**config.mk**
```make
export PLATFORM = sky130hd
export DESIGN_NAME = hatch_sequencer
export DESIGN_NICKNAME = d
export VERILOG_FILES = /design/src/rtl/hatch_pkg.sv /design/src/rtl/hatch_sequencer_sync.sv /design/src/rtl/hatch_sequencer.sv
export SDC_FILE = /design/constraint.sdc
export NUM_CORES = 1
export LEC_CHECK = 0
export CAP_MARGIN = 10
export CORE_MARGIN = 5
export CORE_UTILIZATION = 55
export CTS_CLUSTER_DIAMETER = 80
export DETAILED_ROUTE_END_ITERATION = 8
export GPL_TIMING_DRIVEN = 0
export PLACE_DENSITY = 0.85
export REMOVE_ABC_BUFFERS = 1
export SETUP_SLACK_MARGIN = 0.3
export SLEW_MARGIN = 15
export SYNTH_ARGS = -nofsm -noshare
export SYNTH_HDL_FRONTEND = slang
export SYNTH_SLANG_ARGS = --single-unit
```
**constraint.sdc**
```tcl
create_clock -name clk -period 2.55 [get_ports clk]
set_input_delay 0.3825 -clock clk [delete_from_list [all_inputs] [get_ports clk]]
set_output_delay 0.3825 -clock clk [all_outputs]
set_load 0.05 [all_outputs]
```
**src/rtl/hatch_pkg.sv**
```systemverilog
`default_nettype none
// ============================================================================
// Module      : hatch_pkg
// Description : Shared state encoding and display stage constants for the
//               incubation sequencer and the dot-matrix driver.
// Revision    : 1.0 - initial release
// ============================================================================
package hatch_pkg;

    localparam int DISP_NUM_W    = 4;
    localparam int LAST_GROW_DEF = 8;
    localparam int NUM_HATCHED   = LAST_GROW_DEF + 1;
    localparam int DEAD_NUM_DEF  = 10;

    typedef enum logic [2:0] {
        ST_IDLE    = 3'd0,
        ST_RUN     = 3'd1,
        ST_FAULT   = 3'd2,
        ST_HATCHED = 3'd3,
        ST_DEAD    = 3'd4
    } hatch_state_e;

endpackage
`default_nettype wire

```
**src/rtl/hatch_sequencer_sync.sv**
```systemverilog
`default_nettype none
// ============================================================================
// Module      : sync_2ff
// Description : Generic 2-flop level synchronizer, async active-low reset.
// Revision    : 1.0 - initial release
// ============================================================================
module sync_2ff #(
    parameter int WIDTH = 1
) (
    input  logic             clk,
    input  logic             rst,
    input  logic [WIDTH-1:0] d,
    output logic [WIDTH-1:0] q
);

    logic [WIDTH-1:0] r_meta;
    logic [WIDTH-1:0] r_sync;

    always_ff @(posedge clk or negedge rst) begin
        if (!rst) begin
            r_meta <= '0;
            r_sync <= '0;
        end else begin
            r_meta <= d;
            r_sync <= r_meta;
        end
    end

    assign q = r_sync;

endmodule
`default_nettype wire

```
**src/rtl/hatch_sequencer.sv**
```systemverilog
`default_nettype none
// ============================================================================
// Module      : hatch_sequencer
// Description : Egg incubation stage sequencer driving the dot-matrix display.
// Revision    : 1.0 - initial release
// ============================================================================
module hatch_sequencer
    import hatch_pkg::*;
#(
    parameter int STAGE_MS   = 1000,
    parameter int LAST_GROW  = LAST_GROW_DEF,
    parameter int RECOVER_MS = 200,
    parameter int DEAD_MS    = 5000,
    parameter int DEAD_NUM   = DEAD_NUM_DEF
) (
    input  logic                  clk,
    input  logic                  rst,
    input  logic                  st,
    input  logic                  temp_ok,
    output logic [DISP_NUM_W-1:0] num,
    output logic                  temp,
    output logic                  disp_en,
    output logic                  busy,
    output logic                  done,
    output logic                  dead
);

    localparam int c_ms_w  = $clog2(STAGE_MS) + 1;
    localparam int c_rec_w = $clog2(RECOVER_MS) + 1;
    localparam int c_flt_w = $clog2(DEAD_MS) + 1;

    localparam logic [c_ms_w-1:0]     c_ms_last   = c_ms_w'(STAGE_MS - 1);
    localparam logic [c_rec_w-1:0]    c_rec_lim   = c_rec_w'(RECOVER_MS);
    localparam logic [c_flt_w-1:0]    c_flt_lim   = c_flt_w'(DEAD_MS);
    localparam logic [DISP_NUM_W-1:0] c_num_last  = DISP_NUM_W'(LAST_GROW);
    localparam logic [DISP_NUM_W-1:0] c_num_hatch = DISP_NUM_W'(LAST_GROW + 1);
    localparam logic [DISP_NUM_W-1:0] c_num_dead  = DISP_NUM_W'(DEAD_NUM);

    logic                  w_tok;
    hatch_state_e          r_state, w_state_nxt;
    logic [c_ms_w-1:0]     r_ms, w_ms_nxt;
    logic [c_rec_w-1:0]    r_rec, w_rec_nxt;
    logic [c_flt_w-1:0]    r_flt, w_flt_nxt;
    logic [DISP_NUM_W-1:0] r_num, w_num_nxt;
    logic                  r_temp, r_disp_en, r_busy, r_done, r_dead;

    sync_2ff #(
        .WIDTH (1)
    ) u_tok_sync (
        .clk (clk),
        .rst (rst),
        .d   (temp_ok),
        .q   (w_tok)
    );

    always_comb begin
        w_state_nxt = r_state;
        w_ms_nxt    = r_ms;
        w_rec_nxt   = r_rec;
        w_flt_nxt   = r_flt;
        w_num_nxt   = r_num;

        // Dropping the run enable overrides every other transition.
        if (!st) begin
            w_state_nxt = ST_IDLE;
            w_ms_nxt    = '0;
            w_rec_nxt   = '0;
            w_flt_nxt   = '0;
            w_num_nxt   = '0;
        end else begin
            case (r_state)
                ST_IDLE: begin
                    w_state_nxt = ST_RUN;
                    w_ms_nxt    = '0;
                    w_rec_nxt   = '0;
                    w_flt_nxt   = '0;
                    w_num_nxt   = '0;
                end
                ST_RUN: begin
                    if (!w_tok) begin
                        w_state_nxt = ST_FAULT;
                        w_flt_nxt   = c_flt_w'(1);
                        w_rec_nxt   = '0;
                    end else if (r_ms == c_ms_last) begin
                        w_ms_nxt = '0;
                        if (r_num == c_num_last) begin
                            w_num_nxt   = c_num_hatch;
                            w_state_nxt = ST_HATCHED;
                        end else if (r_num < c_num_last) begin
                            w_num_nxt = r_num + DISP_NUM_W'(1);
                        end
                    end else if (r_ms < c_ms_last) begin
                        w_ms_nxt = r_ms + c_ms_w'(1);
                    end
                end
                ST_FAULT: begin
                    // ms_cnt is untouched here so progress resumes where it froze.
                    if (!w_tok) begin
                        w_rec_nxt = '0;
                        if (r_flt != c_flt_lim) begin
                            w_flt_nxt = r_flt + c_flt_w'(1);
                        end
                        if (w_flt_nxt == c_flt_lim) begin
                            w_state_nxt = ST_DEAD;
                            w_num_nxt   = c_num_dead;
                        end
                    end else begin
                        if (r_rec != c_rec_lim) begin
                            w_rec_nxt = r_rec + c_rec_w'(1);
                        end
                        if (w_rec_nxt == c_rec_lim) begin
                            w_state_nxt = ST_RUN;
                            w_rec_nxt   = '0;
                            w_flt_nxt   = '0;
                        end
                    end
                end
                ST_HATCHED: w_num_nxt = c_num_hatch;
                ST_DEAD:    w_num_nxt = c_num_dead;
                default: begin
                    w_state_nxt = ST_IDLE;
                    w_num_nxt   = '0;
                end
            endcase
        end
    end

    always_ff @(posedge clk or negedge rst) begin
        if (!rst) begin
            r_state   <= ST_IDLE;
            r_ms      <= '0;
            r_rec     <= '0;
            r_flt     <= '0;
            r_num     <= '0;
            r_temp    <= 1'b0;
            r_disp_en <= 1'b0;
            r_busy    <= 1'b0;
            r_done    <= 1'b0;
            r_dead    <= 1'b0;
        end else begin
            r_state   <= w_state_nxt;
            r_ms      <= w_ms_nxt;
            r_rec     <= w_rec_nxt;
            r_flt     <= w_flt_nxt;
            r_num     <= w_num_nxt;
            r_temp    <= (w_state_nxt == ST_FAULT) || (w_state_nxt == ST_DEAD);
            r_disp_en <= (w_state_nxt != ST_IDLE);
            r_busy    <= (w_state_nxt == ST_RUN) || (w_state_nxt == ST_FAULT);
            r_done    <= (w_state_nxt == ST_HATCHED);
            r_dead    <= (w_state_nxt == ST_DEAD);
        end
    end

    assign num     = r_num;
    assign temp    = r_temp;
    assign disp_en = r_disp_en;
    assign busy    = r_busy;
    assign done    = r_done;
    assign dead    = r_dead;

endmodule
`default_nettype wire

```
==> flow_summary.json, run 1 <==
{
  "power.total_mw": 1.74,
  "worstHoldPathType": "primary input to asynchronous set/reset pin",
  "grt_pass1_vias": 2924,
  "setup_viol": 0,
  "max_slew_margin_pct": 34.2,
  "portBuffers": 12,
  "met3_usage_pct": 4.12,
  "finalHoldViolations": 0,
  "fin_nets": 400,
  "syn_to_final_growth_pct": 23.9,
  "yosysTopAreaCellShare_pct": 39.7,
  "maxSlewViolCount": 0,
  "cts_tree": "built",
  "antenna_found_initial": 0,
  "grt.overflow.total": 0,
  "use_met1_pct": 29.9,
  "yosys_most_used_dff": "dfrtp_1",
  "hold_buffers": 0,
  "diodes": 0,
  "wl_um": 8520,
  "die_h_um": 84.2,
  "firstDrtPassIters": 5,
  "cts-buffers-inserted": 5,
  "vias": 3113,
  "critPathRequiredTime_ns": 2.75,
  "synth_edf_count": 0,
  "synth.area.top_cells": "dfrtp_1 40%, o21ai_0 5.5%, nand2_1 4.3%",
  "rsz0062_at_grt": "true",
  "cts_max_level": 2,
  "dieArea_mm2": 0.00708,
  "post-route-util_pct": 68.9,
  "worstSetupEndpointType": "register",
  "start_kind": "register",
  "grt_max_degree": 26,
  "irDropWorstVdd_mv": 0.421,
  "status": "completed",
  "synth_area_mm2": 0.00303,
  "yosysUniqueCellTypes": 63,
  "drc": 0,
  "synth-seq-cells": 48,
  "fill_cells": 376,
  "cts.clk_slew.worst_paths_ns": 0.09,
  "final_cells": 462,
  "reg2reg_slack_ns": 0.13,
  "fmax_mhz": 412,
  "use_met2_pct": 38.9,
  "rows": 27,
  "grt_pass1_wl_um": 13800,
  "synth_largest_area_cell": "dfrtp_1",
  "crit_type": "register to register",
  "worst_pin_slew_ns": 0.977,
  "dp_cells": 427,
  "initial_core_util_pct": 55.6,
  "clock_latency_ns": 0.31,
  "arrival_ns": 2.63,
  "hpwl_um": 4860,
  "die_x_um": 84.2,
  "period_share_pct": 95.1,
  "ys_seq_area_share_pct": 39.7,
  "top_usage_layer": "met2",
  "drtIter0Drc": 357,
  "num_io_pins": 13,
  "syn_inst": 358,
  "crit_fanout": 7,
  "avgSynthCellArea_um2": 8.45,
  "p_per_area_mw_per_mm2": 464,
  "ant_nets": 0,
  "place.gp.congestion": 0.956,
  "core_mm2": 0.00544,
  "skew_ns": 0.00797,
  "final_layout_size_suffix_gt1_share_pct": 22.1,
  "p_leak_nw": 1.49,
  "async_flop_share_pct": 100,
  "clockRootBuffer": "clkbuf_8",
  "track_usage_pct": 23.4,
  "avgViaCountPerCell": 6.74,
  "cts_buffer_depth": 2,
  "period_needed_ns": 2.42,
  "yosysWarningCount": 0,
  "cts_sinks": 48,
  "drv_cap": 0,
  "drt-wirelength-per-cell_um": 18.4
}
[placed cells by master, fill, tap and decap left out, types with 3 or more instances in the layout]
cell type	count
a21o_1	3
a21oi_1	20
a22o_1	3
a31oi_1	15
and2_1	5
and3_1	4
buf_4	25
clkbuf_8	7
clkdlybuf4s50_1	11
dfrtp_1	38
dfrtp_2	10
ha_1	4
ha_4	3
inv_1	14
nand2_1	34
nand2b_1	7
nand3_1	17
nand4_1	8
nand4b_1	3
nor2_1	32
nor3_1	10
nor3_2	3
nor4_4	3
o21a_1	4
o21ai_0	23
o21ai_1	10
xnor2_1	7
xor2_1	3
[stage by stage]
| step | cell area, um2 | setup TNS (ns) | setup WS (ns) | hold WS (ns) |
|---|---|---|---|---|
| after detailed placement | 3170 | -4.33 | -0.282 | 0.340 |
| after global routing | 3750 | 0 | 0.0224 | 0.127 |
| after floorplan | 2930 | 0 | 0.117 | 0.0869 |
| final | 3750 | 0 | 0.125 | 0.0767 |
| after CTS | 3600 | 0 | 0.203 | 0.101 |
| after global placement | 3140 | -14.74 | -0.261 | 0.333 |
[power breakdown]
part	internal, mW	switching (mW)	total (mW)
registers	0.785	0.0425	0.828
clock network	0.346	0.267	0.614
logic	0.108	0.191	0.298
[final timing paths]
check	to	cells after the start	startpoint
min	r_flt[8]	1	rst
max	r_flt[0]	7	r_rec[4]
max reg2reg	r_flt[0]	7	r_rec[4]
min reg2reg	u_tok_sync.q	0	u_tok_sync.r_meta
min in group clk	u_tok_sync.q	0	u_tok_sync.r_meta
max in group asynchronous	r_ms[3]	2	rst
[cell families (layout without fill, tap and decap cells)]
family	after synthesis	in the layout	share of synthesized area (%)
simple gates	152	152	26.1
mux	2	2	0.827
xor+xnor	10	10	2.90
compound gates	107	107	22.6
fa+ha+maj	7	7	2.89
flops	48	48	39.7
buf+inv	32	64	5.05
[cell usage after synthesis, drive strengths merged (2+ instances only)]
master	number
a21boi	2
a21o	3
a21oi	22
a22o	4
a31oi	16
a41oi	3
and2	6
and3	5
buf	5
clkbuf	10
dfrtp	48
ha	7
inv	16
nand2	35
nand2b	7
nand3	18
nand4	8
nand4b	3
nor2	35
nor2b	2
nor3	15
nor4	6
o21a	4
o21ai	36
o221ai	2
o31ai	2
or3	2
or4	2
xnor2	7
xor2	3
[cell type report]
type	instances	area [um2]	share of cell area (%)
tap	72	90.1	2.40
multi-input combinational	278	1900	50.6
sequential	48	1210	32.4
inverter	16	60.1	1.60
clock inverter	1	30.0	0.801
clock buffer	7	96.3	2.57
timing repair buffer	40	362	9.64
[what timing repair did]
| action | in CTS | in global routing |
|---|---|---|
| endpoints found under the setup margin | 32 | 35 |
| buffers inserted | 16 | 11 |
| gates resized for setup | 32 | 31 |
| pin swaps | 8 | 11 |
[sequential cells by signal, summed over array words and instances, names as in the netlist]
| name | cells |
|---|---|
| r_rec | 9 |
| u_tok_sync.q | 1 |
| busy | 1 |
| r_flt | 14 |
| r_state | 3 |
| disp_en | 1 |
| u_tok_sync.r_meta | 1 |
| num | 4 |
| r_ms | 11 |
| done | 1 |
| dead | 1 |
| temp | 1 |
[layer usage]
layer	part of all wire [%]	routed length (um)
met1	39	3330
met5	0	0
met4	4.2	354
met3	8.2	697
met2	49	4140
[worst max-delay path, stage by stage, from the launching register on]
cell	delay, ns
dfrtp_2	0.48
nand2b_1	0.20
or3_4	0.42
mux2_4	0.35
o41a_4	0.45
nor2_8	0.14
o21ai_1	0.09
a22o_1	0.18
Power figures use the tool's default switching activity.
==> inputs of run 2 (changes only) <==
- CAP_MARGIN: 10 -> default
==> results of run 2 <==
The final DEF is identical to that of run 1; final timing and power are the same.
==> RTL edit 1: new RTL, config.mk and constraints of run 1 <==
Add an input register stage for `st` and `temp_ok`, cleared by the reset; this delays them by one clock.
--- a/src/rtl/hatch_sequencer.sv
+++ b/src/rtl/hatch_sequencer.sv
@@ -38,2 +38,15 @@
 
+    logic st_q;
+    logic temp_ok_q;
+
+    always_ff @(posedge clk or negedge rst) begin
+        if (!rst) begin
+            st_q      <= '0;
+            temp_ok_q <= '0;
+        end else begin
+            st_q      <= st;
+            temp_ok_q <= temp_ok;
+        end
+    end
+
     logic                  w_tok;
@@ -51,3 +64,3 @@
         .rst (rst),
-        .d   (temp_ok),
+        .d   (temp_ok_q),
         .q   (w_tok)
@@ -63,3 +76,3 @@
         // Dropping the run enable overrides every other transition.
-        if (!st) begin
+        if (!st_q) begin
             w_state_nxt = ST_IDLE;
Behaviour: not the same (a bounded check fails within 4 cycles, from zero or initial values and one cycle with rst low).
==> RTL edit 1 against run 1 <==
Final area rose by 1.7%; clock skew rose by 0.00096 ns; non-clock buffer count rose by 9; highest routed layer unchanged; synthesized area fell by 0.99%; critical path depth rose by 2; sequential cell count rose by 2; total power fell by 6.3%; count of clock-buffer cells in the layout fell by 1; worst setup slack got worse by 0.065 ns; core utilization rose by 4.3 points; routed wire length fell by 5.1%; combinational power fell by 24%; die area fell by 0.88%.
==> RTL edit 1: results (changes against run 1) <==
status=completed (unchanged); Total Nets Final=395 (was 400); critical path type=register to register (unchanged); clock share of power=34.7% (was 35.3%); first-pass GRT wire length=12230 um (was 13840 um); WL met2=4033 um (was 4135 um); Post-Syn Area per Cell=8.758 um2 (was 8.451 um2); largest cells by area after synthesis=dfrtp_1 42%, o21ai_0 6.3%, nand2_1 4.5% (was dfrtp_1 40%, o21ai_0 5.5%, nand2_1 4.3%); Max-slew headroom=31.13% (was 34.17%); DP Wirelength=4445 um (was 4865 um); first-iteration detailed-routing DRC count=251 (was 357); worst flop-to-flop path startpoint=r_rec[0] (was r_rec[4]); CP max stage delay=0.43 ns (was 0.48 ns); met2 GRT Util=33.98% (was 38.88%); Filler cells=350 (was 376); share of cells above drive strength 1=26.75% (was 22.05%); GP Congestion=0.9523 (was 0.9555); met1 usage=27.46% (was 29.94%); setup slack after layout=0.06044 ns (was 0.1254 ns); DP Cell Count=410 (was 427); Slowest cell on crit path=or3_4 (was dfrtp_2); CP max FO=3 (was 7); DP Area=0.003144 mm2 (was 0.003166 mm2); total number of vias=2887 (was 3113); post-synth cell types=59 (was 63); all-layer global routing usage=20.80% (was 23.39%); Comb. pwr=0.226 mW (was 0.298 mW); CP Capture Point=busy (was r_flt[0]); switch share=27.36% (was 28.76%); clk pwr=0.565 mW (was 0.614 mW); largest net degree at the start of global routing=28 (was 26); worst reg2reg path depth=9 (was 7); pre-CTS setup slack=-0.2873 ns (was -0.2821 ns); Worst Path Arrival=2.66 ns (was 2.63 ns); DR WL met3=524 um (was 697 um); register area share after synthesis=41.77% (was 39.70%); vias in the first global route=2657 (was 2924); reg2reg end=busy (was r_flt[0]); WL met1=3321 um (was 3328 um); Non-Filler Instances=455 (was 462)
RTL edit 1: changes by cell type after synthesis, moves of 3 or more:
| cell | delta |
|---|---|
| a21oi_1 | -12 |
| a31oi_1 | -7 |
| and3_1 | +3 |
| nand4_1 | -6 |
| nor3_1 | -8 |
| nor3b_1 | +5 |
| nor4_1 | -3 |
| o21ai_0 | +5 |
| o21ai_1 | +4 |
| o31ai_1 | +4 |
RTL edit 1: what timing repair did:
item	in CTS	in global routing
gates cloned	0	1
endpoints found under the hold margin	0	0
setup endpoints to repair	38	38
pin swaps	15	25
buffers inserted	22	14
resized for setup	37	37
RTL edit 1: cell type report:
cell class                      instances  area [um2]  area share [%]
Timing Repair Buffer                   49       412.9           10.82
Multi-Input combinational cell        263        1886           49.43
Clock buffer                            6       72.57           1.902
Clock inverter                          2       37.54          0.9839
Tap cell                               70       87.58           2.296
Sequential cell                        50        1262           33.09
Inverter                               15       56.30           1.476
RTL edit 1: critical path: cells and delay by family, from the launching register on:
kind | cells | cell delay [ns]
AO/OA/AOI/OAI | 5 | 1.14
AND/OR/NAND/NOR | 2 | 0.54
flip-flops | 1 | 0.42
adder cells (fa/ha/maj) | 1 | 0.15
buffers and inverters | 1 | 0.12
RTL edit 1: worst min path at each step:
stage,to,slack [ns],cells past startpoint
after floorplan,busy,0.09,0
after global placement,u_tok_sync.q,0.33,0
after detailed placement,u_tok_sync.q,0.34,0
after CTS,r_rec[8],0.07,1
after global routing,u_tok_sync.q,0.1,1
final,r_flt[11],0.06,1
RTL edit 1: cells by family (layout without fill, tap and decap cells):
family,Yosys count,count (layout),share of synthesized area (%)
simple gates,146,147,25.65
compound gates,94,94,20.80
flops,50,50,41.77
buf+inv,30,72,4.344
xor+xnor,13,13,3.801
fa+ha+maj,7,7,2.924
mux,2,2,0.7101
==> RTL edit 2: new RTL, flow settings as in run 1 <==
Made on the original files. Change the parameter `RECOVER_MS` from 200 to 300.
--- a/src/rtl/hatch_sequencer.sv
+++ b/src/rtl/hatch_sequencer.sv
@@ -11,3 +11,3 @@
     parameter int LAST_GROW  = LAST_GROW_DEF,
-    parameter int RECOVER_MS = 200,
+    parameter int RECOVER_MS = 300,
     parameter int DEAD_MS    = 5000,
Check against the original RTL: no difference found for any inputs over 10 cycles, from zero or initial values and one cycle with rst low; that may be too few to reach the edited logic, so the function may still have changed.
==> RTL edit 2 against run 1 <==
The flow now finishes with violations (negative setup slack); worst setup slack lost 0.41 ns; synthesized cell count is 1.1% higher; synthesized area is 3.7% higher; final area increased by 7.4%; sequential cell count grew 1; routed wire length is 24% higher; hold slack lost 0.016 ns; total power decreased by 6.7%; critical path type unchanged.
==> RTL edit 2: results (changes against run 1) <==
CTS Buf Count=5 (unchanged); final setup fails=26 (was 0); Clock Tree Buf Depth=2 (unchanged); Worst Skew=0.01577 ns (was 0.007966 ns); DR pass1 iterations=6 (was 5); Hold WC Path Type=input port to asynchronous set/reset pin (unchanged); vias in the first global route=3038 (was 2924); DR WL/cell=22.15 um (was 18.43 um); Vias per Instance=7.257 (was 6.738); Filler cells=374 (was 376); initial antenna violation count=0 (unchanged); Max-slew headroom=38.39% (was 34.17%); post-synth cell types=60 (was 63); largest cells by area after synthesis=dfrtp_1 39%, nor2_1 4.7%, nand2_1 4.4% (was dfrtp_1 40%, o21ai_0 5.5%, nand2_1 4.3%); first-pass GRT wire length=15240 um (was 13840 um); top flop regs=r_flt (14), r_ms (11), r_rec (10) (was r_flt (14), r_ms (11), r_rec (9)); met1 usage=32.62% (was 29.94%); uppermost layer routed=met4 (unchanged); register area share after synthesis=39.07% (was 39.70%); port buffer count=12 (unchanged); Async S/R FF share, synth=100.0% (unchanged); DP Wirelength=4877 um (was 4865 um); share of cells above drive strength 1=26.80% (was 22.05%); worst reg2reg path depth=9 (was 7); WL met2=4746 um (was 4135 um); all-layer global routing usage=25.70% (was 23.39%); status=finished, violations left (was completed); CTS root buffer=clkbuf_8 (unchanged); latest clock arrival within the worst-skew pair=0.32 ns; main flop type after synthesis=dfrtp_1 (unchanged); # diodes=0 (unchanged); LEAKAGE=1.612 nW (was 1.487 nW); Synth top cells by count=49 x dfrtp_1, 39 x nor2_1, 37 x nand2_1 (was 48 x dfrtp_1, 35 x nand2_1, 34 x nor2_1); largest net degree at the start of global routing=26 (unchanged); WL met1=3780 um (was 3328 um); met3 Use GR=5.187% (was 4.122%); DP Area=0.003278 mm2 (was 0.003166 mm2); GP Congestion=0.9038 (was 0.9555); Yosys warnings=0 (unchanged); VDD IR max=0.3691 mV (was 0.4214 mV); CP max FO=7 (unchanged); met2 GRT Util=42.80% (was 38.88%); failing checks=negative setup slack; Setup Total Neg Slack=-4.351 ns (was 0 ns); first-iteration detailed-routing DRC count=728 (was 357); DR WL met3=1164 um (was 697 um); Total Nets Final=413 (was 400); switch share=28.07% (was 28.76%); setup slack after layout=-0.2839 ns (was 0.1254 ns)
[RTL edit 2: cell types whose count changed after synthesis, moves of 5 or more]
cell	change
a21oi_1	-10
a31oi_1	-11
clkbuf_1	+6
mux2i_1	+5
nor2_1	+5
o21ai_0	-20
o31ai_1	+8
[RTL edit 2: through the flow]
step / setup slack (ns) / total power, mW / utilization [%] / std cells
detailed placement: -0.5327 / 1.005 / 59.17 / 426
global route: -0.2831 / 1.680 / 72.70 / 475
CTS: 0.006206 / 1.606 / 68.68 / 463
global placement: -0.4854 / 0.9977 / 58.81 / 425
floorplan: -0.1613 / 0.9351 / - / 341
finish: -0.2839 / 1.623 / 72.70 / 475
[RTL edit 2: path summary, 6_finish.rpt]
path | startpoint | to | slack [ns]
setup / recovery | r_rec[1] | r_flt[1] | -0.28
hold / removal | rst | r_flt[12] | 0.06
setup reg to reg | r_rec[1] | r_flt[1] | -0.28
hold reg to reg | u_tok_sync.r_meta | u_tok_sync.q | 0.36
max in group asynchronous | rst | r_ms[9] | 1.93
min in group clk | u_tok_sync.r_meta | u_tok_sync.q | 0.36
[RTL edit 2: cell families after synthesis]
family,Yosys count,share of synthesized area (%)
AND/OR/NAND/NOR,166,27.83
AO/OA/AOI/OAI,87,20.18
flip-flops,49,39.08
buffers and inverters,33,4.306
XOR/XNOR,14,3.908
adder cells (fa/ha/maj),7,2.791
multiplexers,6,1.914
[RTL edit 2: power by group through the flow]
stage	clock (mW)	combinational (mW)	sequential (mW)
6_report	0.577	0.227	0.819
5_1_grt	0.616	0.241	0.823
4_1_cts	0.593	0.196	0.818
3_5_place_dp	0	0.175	0.830
3_3_place_gp	0	0.168	0.830
2_1_floorplan	0	0.0788	0.856
[RTL edit 2: critical path, stage by stage, from the launching register on]
cell and delay, ns:
dfrtp_2 0.46, ha_4 0.20, a21oi_1 0.37, nor2_1 0.15, a221o_1 0.39, a2111oi_4 0.31, buf_6 0.20, a21oi_4 0.12
nand2b_4 0.21, a22o_1 0.29
[RTL edit 2: what timing repair did]
action,in CTS,in global routing
endpoints found under the setup margin,34,35
pin swaps,28,19
hold buffers,0,0
gates cloned,1,0
buffers inserted,28,12
endpoints found under the hold margin,0,0
resized for setup,36,28
[RTL edit 2: area by class of cell]
| cell class | instances | area (um2) | share of cell area (%) |
|---|---|---|---|
| Clock inverter | 3 | 46.29 | 1.149 |
| Inverter | 12 | 45.04 | 1.118 |
| Multi-Input combinational cell | 281 | 2086 | 51.79 |
| Timing Repair Buffer | 53 | 455.4 | 11.31 |
| Tap cell | 72 | 90.09 | 2.237 |
| Sequential cell | 49 | 1236 | 30.69 |
| Clock buffer | 5 | 68.82 | 1.709 |
